[config.mk]
export PLATFORM = sky130hd
export DESIGN_NAME = hazard_ctrl
export DESIGN_NICKNAME = d
export VERILOG_FILES = /design/src/rtl/hazard_ctrl.sv
export SDC_FILE = /design/constraint.sdc
export NUM_CORES = 1
export LEC_CHECK = 0
export CORE_AREA = 2 2 77 64
export DETAILED_ROUTE_END_ITERATION = 7
export DIE_AREA = 0 0 79 66
export GPL_TIMING_DRIVEN = 0
export HOLD_SLACK_MARGIN = 0.1
export MAX_ROUTING_LAYER = met4
export PLACE_DENSITY = 0.8
export SLEW_MARGIN = 25
export SYNTH_ARGS = -nofsm -noshare
export SYNTH_HDL_FRONTEND = slang
export SYNTH_SLANG_ARGS = --single-unit
[constraint.sdc]
create_clock -name clk -period 2.45 [get_ports clk]
set_input_delay 0.49 -clock clk [delete_from_list [all_inputs] [get_ports clk]]
set_output_delay 0.49 -clock clk [all_outputs]
set_load 0.005 [all_outputs]
[src/rtl/hazard_ctrl.sv]
// Pipeline hazard controller for the 5-stage RV32I core: load-use bubbles,
// memory-busy freeze, branch flush, EX forwarding selects and stall counter.
module hazard_ctrl #(
    parameter int unsigned REG_W    = 5,
    parameter int unsigned LOAD_LAT = 1,
    parameter int unsigned CNT_W    = 16
) (
    input  logic             clk,
    input  logic             rst_n,
    input  logic [REG_W-1:0] rs1_de,
    input  logic [REG_W-1:0] rs2_de,
    input  logic             rs1_used_de,
    input  logic             rs2_used_de,
    input  logic [REG_W-1:0] rs1_ex,
    input  logic [REG_W-1:0] rs2_ex,
    input  logic [REG_W-1:0] rd_ex,
    input  logic             DMRd_ex,
    input  logic [REG_W-1:0] rd_me,
    input  logic             regwr_me,
    input  logic [REG_W-1:0] rd_wb,
    input  logic             regwr_wb,
    input  logic             branch_taken_ex,
    input  logic             dm_busy_me,
    output logic             stall_fe,
    output logic             stall_de,
    output logic             stall_ex,
    output logic             stall_me,
    output logic             flush_de,
    output logic             flush_ex,
    output logic [1:0]       fwd_a_ex,
    output logic [1:0]       fwd_b_ex,
    output logic [CNT_W-1:0] stall_cnt
);

    typedef enum logic [1:0] {
        IDLE     = 2'd0,
        LU_STALL = 2'd1,
        MEM_WAIT = 2'd2
    } state_e;

    localparam logic [2:0] BCNT_INIT = 3'(LOAD_LAT - 1);

    state_e           state_q, state_d;
    state_e           ret_state_q, ret_state_d;
    state_e           eff_state;
    logic [2:0]       bcnt_q, bcnt_d;
    logic [CNT_W-1:0] stall_cnt_q, stall_cnt_d;
    logic             lu;

    // Load-use detection; x0 never creates a dependency
    always_comb begin
        lu = 1'b0;
        if (DMRd_ex && (rd_ex != '0)) begin
            if ((rs1_used_de && (rd_ex == rs1_de)) || (rs2_used_de && (rd_ex == rs2_de)))
                lu = 1'b1;
        end
    end

    // Hazard FSM next-state and stall/flush outputs.
    // The cycle busy drops still shows MEM_WAIT but already acts as the saved
    // state, so the resumed bubbles follow the freeze without a gap.
    always_comb begin
        state_d     = state_q;
        ret_state_d = ret_state_q;
        bcnt_d      = bcnt_q;
        stall_fe    = 1'b0;
        stall_de    = 1'b0;
        stall_ex    = 1'b0;
        stall_me    = 1'b0;
        flush_de    = 1'b0;
        flush_ex    = 1'b0;
        eff_state   = (state_q == MEM_WAIT) ? ret_state_q : state_q;
        if (rst_n) begin
            if (dm_busy_me) begin
                stall_fe = 1'b1;
                stall_de = 1'b1;
                stall_ex = 1'b1;
                stall_me = 1'b1;
                state_d  = MEM_WAIT;
                if (state_q != MEM_WAIT)
                    ret_state_d = state_q;
            end else if (branch_taken_ex) begin
                flush_de = 1'b1;
                flush_ex = 1'b1;
                state_d  = IDLE;
                bcnt_d   = '0;
            end else if (eff_state == LU_STALL) begin
                stall_fe = 1'b1;
                stall_de = 1'b1;
                flush_ex = 1'b1;
                bcnt_d   = bcnt_q - 3'd1;
                state_d  = (bcnt_q <= 3'd1) ? IDLE : LU_STALL;
            end else begin
                state_d = IDLE;
                if (lu) begin
                    stall_fe = 1'b1;
                    stall_de = 1'b1;
                    flush_ex = 1'b1;
                    if (LOAD_LAT > 1) begin
                        state_d = LU_STALL;
                        bcnt_d  = BCNT_INIT;
                    end
                end
            end
        end
    end

    // Saturating count of cycles with the front end held
    always_comb begin
        stall_cnt_d = stall_cnt_q;
        if (stall_fe && (stall_cnt_q != '1))
            stall_cnt_d = stall_cnt_q + CNT_W'(1);
    end

    // Forwarding selects: ME result has priority over WB
    always_comb begin
        fwd_a_ex = 2'b00;
        fwd_b_ex = 2'b00;
        if (rst_n) begin
            if (regwr_me && (rd_me != '0) && (rd_me == rs1_ex))
                fwd_a_ex = 2'b10;
            else if (regwr_wb && (rd_wb != '0) && (rd_wb == rs1_ex))
                fwd_a_ex = 2'b01;
            if (regwr_me && (rd_me != '0) && (rd_me == rs2_ex))
                fwd_b_ex = 2'b10;
            else if (regwr_wb && (rd_wb != '0) && (rd_wb == rs2_ex))
                fwd_b_ex = 2'b01;
        end
    end

    // State, saved state, bubble counter and stall counter registers
    always_ff @(posedge clk) begin
        if (!rst_n) begin
            state_q     <= IDLE;
            ret_state_q <= IDLE;
            bcnt_q      <= '0;
            stall_cnt_q <= '0;
        end else begin
            state_q     <= state_d;
            ret_state_q <= ret_state_d;
            bcnt_q      <= bcnt_d;
            stall_cnt_q <= stall_cnt_d;
        end
    end

    assign stall_cnt = stall_cnt_q;

endmodule
=== Yosys cells after proc, flatten, opt, wreduce, memory -nomap -nowiden ===
Index checks and enable logic that the tools add are counted.

* Register bits: 23
* Input port bits: 44
* Output and inout bits: 26

* Add/subtract/negate cells: 2
* Order comparisons: 1
* Equal/unequal tests: 10
* Mux-type cells: 28
* Bitwise operators: 3
* Reduce and logical (&&, ||, !) cells: 18

{| class="wikitable"
|+ Operators by type and width
! operator !! count
|-
| equality test 5 bit || 6
|-
| 2-to-1 mux 1 bit || 20
|-
| adder 16 x 1 -> 16 bit, second input constant || 1
|-
| != test 16 bit, second input constant || 1
|-
| nonzero test 5 bit || 3
|-
| 2-to-1 mux 2 bit || 6
|-
| logical AND 1 bit || 10
|-
| 2-to-1 mux 3 bit || 2
|-
| AND reduction 2 bit || 2
|-
| OR reduction 4 bit || 1
|-
| <= comparator 3 x 1 -> 1 bit, second input constant || 1
|-
| inverter 1 bit || 3
|-
| subtractor 3 x 1 -> 3 bit, second input constant || 1
|-
| equality test 2 x 1 -> 1 bit, second input constant || 1
|-
| equality test 2 bit, second input constant || 1
|-
| != test 2 bit, second input constant || 1
|-
| nonzero test 2 bit || 1
|-
| logical OR 1 bit || 1
|}

=== Logic depth before layout (Yosys ltp) ===
* Word-level depth: 11
* Depth in mapped cells: 8

=== Worst setup path before layout ===
No wires, ideal clock.

* Path type: in2out
* From: in rd_ex[1]
* To: out stall_fe
* Data arrival time: 1936 ps
* Required time: 1960 ps
* Setup slack: 24 ps
* Stages on the path: 7
* Cell sequence: or4_1 > o21a_1 > a211oi_4 > buf_6 > buf_12 > nor2_1 > buf_4

* Word-level cells in the longest chain between the ends: 10

{| class="wikitable"
|+ RTL lines
! element !! line !! text
|-
| start: declaration || 16 || <nowiki>input logic [REG_W-1:0] rd_ex,</nowiki>
|-
| equality test 5 bit || 54 || <nowiki>if ((rs1_used_de && (rd_ex == rs1_de)) || (rs2_used_de && (rd_ex == rs2_de)))</nowiki>
|-
| logical AND 1 bit || 54 ||
|-
| logical OR 1 bit || 54 ||
|-
| 2-to-1 mux 1 bit || 54 ||
|-
| 2-to-1 mux 1 bit (*) || 53 || <nowiki>if (DMRd_ex && (rd_ex != '0)) begin</nowiki>
|-
| 2-to-1 mux 1 bit (*) (5 in a row) || -- ||
|-
| end: declaration || 24 || <nowiki>output logic stall_fe,</nowiki>
|}

Every way passes the cells marked *; elsewhere a longest branch is shown, timed or not.

=== Worst setup path in the final report ===
* From: in rd_ex[2]
* To: out stall_fe

* Word-level cells in the longest chain between the ends: 10

{| class="wikitable"
|+ RTL lines
! element !! line !! text
|-
| equality test 5 bit || 54 ||
|-
| logical AND 1 bit || 54 ||
|-
| logical OR 1 bit || 54 ||
|-
| 2-to-1 mux 1 bit || 54 ||
|-
| 2-to-1 mux 1 bit (*) || 53 ||
|-
| 2-to-1 mux 1 bit (*) || 95 || <nowiki>if (lu) begin</nowiki>
|-
| 2-to-1 mux 1 bit (*) || 87 || <nowiki>end else if (eff_state == LU_STALL) begin</nowiki>
|-
| 2-to-1 mux 1 bit (*) || 82 || <nowiki>end else if (branch_taken_ex) begin</nowiki>
|-
| 2-to-1 mux 1 bit (*) || 74 || <nowiki>if (dm_busy_me) begin</nowiki>
|-
| 2-to-1 mux 1 bit (*) || 73 || <nowiki>if (rst_n) begin</nowiki>
|}

Marks and branches as above.

==> impl_metrics.sql <==
INSERT INTO impl_metrics (metric_group, metric, value, unit) VALUES
('logic_synthesis', 'dominantRegCellSynth', 'sky130_fd_sc_hd__dfxtp_1', ''),
('cts', 'cts-buffers-inserted', '3', ''),
('power_and_ir_drop', 'power_density', '327.8', 'nW/um2'),
('timing', 'post-route-period-util', '98.95', '%'),
('worst_setup_path', 'critical-path-top-delay-family', 'simple AND/OR/NAND/NOR gates', ''),
('timing', 'setup_viol', '0', ''),
('placement', 'dp_worst_setup_slack', '-1.043', 'ns'),
('floorplan', 'die_w', '79', 'um'),
('cts', 'worst_skew_pair.late_latency', '0.27', 'ns'),
('worst_setup_path', 'timing_worst_setup_path_type', 'in -> out', ''),
('worst_setup_path', 'cpMaxStageDelayCell', 'sky130_fd_sc_hd__or4_4', ''),
('run_status', 'outcome', 'finished clean', ''),
('timing', 'relSlewSlack', '60.02', '%'),
('worst_setup_path', 'timing.critical_path.cells', 'buf_2 -> or4_4 -> o21a_4 -> a211oi_4 -> nor2_4 -> buf_6 -> buf_6', ''),
('floorplan', 'row_count', '22', ''),
('floorplan', 'core_area', '4459', 'um2'),
('grt', 'global_route.usage.met3', '2.869', '%'),
('cts', 'cts_htree_levels', '1', ''),
('logic_synthesis', 'yosys_register_bits', '23', ''),
('placement', 'numPortBuffers', '69', ''),
('grt', 'global_route_total_overflow', '0', ''),
('timing', 'fin_ws', '0.02562', 'ns'),
('grt', 'grt.met1_usage', '24.03', '%'),
('cts', 'clockRootBuffer', 'sky130_fd_sc_hd__clkbuf_8', ''),
('cts', 'postCtsHoldBufs', '0', ''),
('cells_and_area', 'area.growth.synth_to_final', '53.38', '%'),
('floorplan', 'top_level_ports', '70', ''),
('job', 'max_cap_viol_count', '0', ''),
('grt', 'grt.busiest_layer', 'met2', ''),
('route', 'via_count', '1785', ''),
('worst_setup_path', 'rr_startpoint', 'state_q[0]', ''),
('route', 'drt-initial-drc-count', '58', ''),
('floorplan', 'floorplan.initialDensity', '37.32', '%'),
('timing', 'slew_violations', '0', ''),
('timing', 'finalHoldWorstSlack', '0.4779', 'ns'),
('cells_and_area', 'layout-drive-gt1-share', '17.14', '%'),
('grt', 'vias_in_the_first_global_route', '1759', ''),
('worst_setup_path', 'worst_r2r_path_depth', '7', ''),
('cts', 'cts_tree', 'built', ''),
('worst_setup_path', 'cp.buffers_inverters', '3', ''),
('timing', 'totalNegativeSetupSlack', '0', 'ns'),
('cells_and_area', 'diodes', '0', ''),
('route', 'route.detailed.vias_per_inst', '5.250', ''),
('logic_synthesis', 'syn-num-nets', '249', ''),
('logic_synthesis', 'post_synth_design_cell_area', '1664', 'um2'),
('power_and_ir_drop', 'vdd_ir_drop_max', '0.2312', 'mV'),
('grt', 'grtUsageTotal', '18.88', '%'),
('logic_synthesis', 'syn-instance-count', '202', ''),
('timing', 'fmax', '412.5', 'MHz'),
('worst_setup_path', 'beginning_of_the_critical_path', 'rd_ex[2]', ''),
('timing', 'grt_setup_unrepaired', 'true', ''),
('cells_and_area', 'final_instance_count_excl_fillers', '340', ''),
('logic_synthesis', 'synth-edff-count', '0', ''),
('floorplan', 'dieHeight', '66', 'um'),
('worst_setup_path', 'critPathCaptureType', 'primary output', ''),
('worst_setup_path', 'worst-endpoint-required', '1.96', 'ns'),
('route', 'ant_nets', '0', ''),
('worst_setup_path', 'worst-path-max-fanout', '3', ''),
('route', 'drtPass1Iterations', '4', ''),
('worst_setup_path', 'regToRegEndpoint', 'stall_cnt[13]', ''),
('timing', 'final_period_minus_worst_setup_slack', '2.424', 'ns'),
('cts', 'clock_path_buffers', '2', ''),
('worst_setup_path', 'cp_slowest_stage_delay', '0.51', 'ns'),
('worst_setup_path', 'ff2ff_setup_slack', '0.37', 'ns'),
('worst_setup_path', 'cp-endpoint', 'stall_fe', ''),
('floorplan', 'die_area', '5214', 'um2'),
('route', 'drc_errors', '0', ''),
('route', 'wl_per_cell', '14.01', 'um'),
('logic_synthesis', 'synth_cell_type_count', '40', ''),
('power_and_ir_drop', 'leakagePower', '1.005', 'nW'),
('grt', 'grt_max_degree', '13', '');
==> sequential cells by signal, summed over array words and instances, names as in the netlist <==
register / cells
bcnt_q: 3
ret_state_q: 2
stall_cnt: 16
state_q: 2
==> placed cells by master, fill, tap and decap left out, types with 4 or more instances in the layout <==
cell type / netlist / layout
sky130_fd_sc_hd__o31ai_1: 6 / 6
sky130_fd_sc_hd__xnor2_1: 16 / 14
sky130_fd_sc_hd__mux2i_1: 7 / 7
sky130_fd_sc_hd__inv_1: 7 / 7
sky130_fd_sc_hd__nor2_1: 7 / 6
sky130_fd_sc_hd__a21oi_1: 15 / 14
sky130_fd_sc_hd__and2_1: 5 / 5
sky130_fd_sc_hd__nand4_1: 5 / 5
sky130_fd_sc_hd__dlygate4sd2_1: 0 / 18
sky130_fd_sc_hd__nand3_1: 10 / 10
sky130_fd_sc_hd__clkbuf_8: 0 / 4
sky130_fd_sc_hd__dfxtp_1: 23 / 23
sky130_fd_sc_hd__or4_1: 11 / 9
sky130_fd_sc_hd__buf_2: 2 / 10
sky130_fd_sc_hd__and4_1: 4 / 4
sky130_fd_sc_hd__nand2b_1: 6 / 6
sky130_fd_sc_hd__dlymetal6s2s_1: 0 / 8
sky130_fd_sc_hd__nand2_1: 17 / 17
sky130_fd_sc_hd__buf_4: 2 / 7
sky130_fd_sc_hd__xor2_1: 14 / 14
sky130_fd_sc_hd__o21ai_0: 6 / 4
sky130_fd_sc_hd__clkdlybuf4s50_1: 0 / 29
sky130_fd_sc_hd__buf_6: 1 / 4
==> synth_stat cells, types with 2 or more instances <==
cell / count / share of area (%)
sky130_fd_sc_hd__nand3_1: 10 / 3.0
sky130_fd_sc_hd__and4_1: 4 / 2.1
sky130_fd_sc_hd__and2_1: 5 / 1.9
sky130_fd_sc_hd__nor4b_1: 2 / 1.1
sky130_fd_sc_hd__or4_1: 11 / 5.0
sky130_fd_sc_hd__clkbuf_1: 4 / 0.90
sky130_fd_sc_hd__nand4b_1: 2 / 1.1
sky130_fd_sc_hd__o31ai_1: 6 / 2.7
sky130_fd_sc_hd__nand2_1: 17 / 3.8
sky130_fd_sc_hd__a21oi_1: 15 / 4.5
sky130_fd_sc_hd__nor4_1: 5 / 1.9
sky130_fd_sc_hd__inv_1: 7 / 1.6
sky130_fd_sc_hd__a21oi_2: 2 / 1.1
sky130_fd_sc_hd__nor2_1: 7 / 1.6
sky130_fd_sc_hd__buf_2: 2 / 0.60
sky130_fd_sc_hd__nand2b_1: 6 / 2.3
sky130_fd_sc_hd__ha_1: 3 / 2.3
sky130_fd_sc_hd__xor2_1: 14 / 7.4
sky130_fd_sc_hd__xnor2_1: 16 / 8.4
sky130_fd_sc_hd__mux2i_1: 7 / 4.2
sky130_fd_sc_hd__nand4_1: 5 / 1.9
sky130_fd_sc_hd__buf_4: 2 / 0.90
sky130_fd_sc_hd__dfxtp_1: 23 / 28
sky130_fd_sc_hd__o21ai_1: 3 / 0.90
sky130_fd_sc_hd__o21ai_0: 6 / 1.8
sky130_fd_sc_hd__or3_1: 2 / 0.75
sky130_fd_sc_hd__nor3_1: 3 / 0.90
==> worst min-delay path by stage <==
stage                   startpoint        endpoint
finish                   bcnt_q[1]       bcnt_q[1]
CTS                      bcnt_q[1]       bcnt_q[1]
global placement         bcnt_q[1]       bcnt_q[1]
detailed placement       bcnt_q[1]       bcnt_q[1]
floorplan           ret_state_q[1]  ret_state_q[1]
global route         stall_cnt[14]   stall_cnt[14]
==> kinds of logic after synthesis <==
| logic type | after synthesis | share of synthesized area [%] |
|---|---|---|
| flops | 23 | 27.67 |
| mux | 7 | 4.211 |
| xor+xnor | 30 | 15.79 |
| compound gates | 40 | 15.94 |
| fa+ha+maj | 3 | 2.256 |
| buf+inv | 17 | 5.864 |
| simple gates | 82 | 28.27 |
==> layout make-up <==
| cell class | count | area, um2 |
|---|---|---|
| Sequential cell | 23 | 460.4 |
| Tap cell | 60 | 75.07 |
| Clock buffer | 4 | 45.04 |
| Multi-Input combinational cell | 162 | 1190 |
| Timing Repair Buffer | 76 | 691.9 |
| Buffer | 8 | 63.81 |
| Inverter | 7 | 26.28 |
| Fill cell | 412 | 1907 |
==> power by group <==
group / leakage, nW / total, W / switching [W] / internal [W]
Sequential: 0.186 / 0.000379 / 0.00000345 / 0.000376
Combinational: 0.796 / 0.000218 / 0.000103 / 0.000115
Clock: 0.0228 / 0.000239 / 0.000123 / 0.000116
==> through the flow <==
stage | instance area [um2] | total power (W) | utilization, %
6_report | 2552 | 0.0008367 | 57.24
4_1_cts | 2506 | 0.0008359 | 56.20
3_3_place_gp | 2430 | 0.0005944 | 54.49
2_1_floorplan | 1664 | 0.0004787 | -
3_5_place_dp | 2430 | 0.0005990 | 54.49
5_1_grt | 2552 | 0.0008715 | 57.24
==> repair_timing <==
action / 4_1_cts / 5_1_grt
endpoints found under the setup margin: 10 / 12
pin swaps: 17 / 14
buffers inserted: 7 / 0
hold endpoints to repair: 0 / 0
resized for setup: 85 / 23
gates cloned: 0 / 0
==> tightest hold or removal path: stages, from the launching register on <==
cell	delay (ns)
sky130_fd_sc_hd__dfxtp_1	0.31
sky130_fd_sc_hd__o21ai_0	0.06
sky130_fd_sc_hd__a21oi_1	0.06
==> per-layer routing <==
| layer | share of wire, % | wire length (um) | vias to the layer above |
|---|---|---|---|
| met3 | 4.7 | 225 | 6 |
| met5 | 0 | 0 | - |
| met2 | 48 | 2278 | 58 |
| li1 | - | - | 887 |
| met1 | 46 | 2213 | 834 |
| met4 | 1.0 | 48 | 0 |
(Power assumes the default switching activity.)
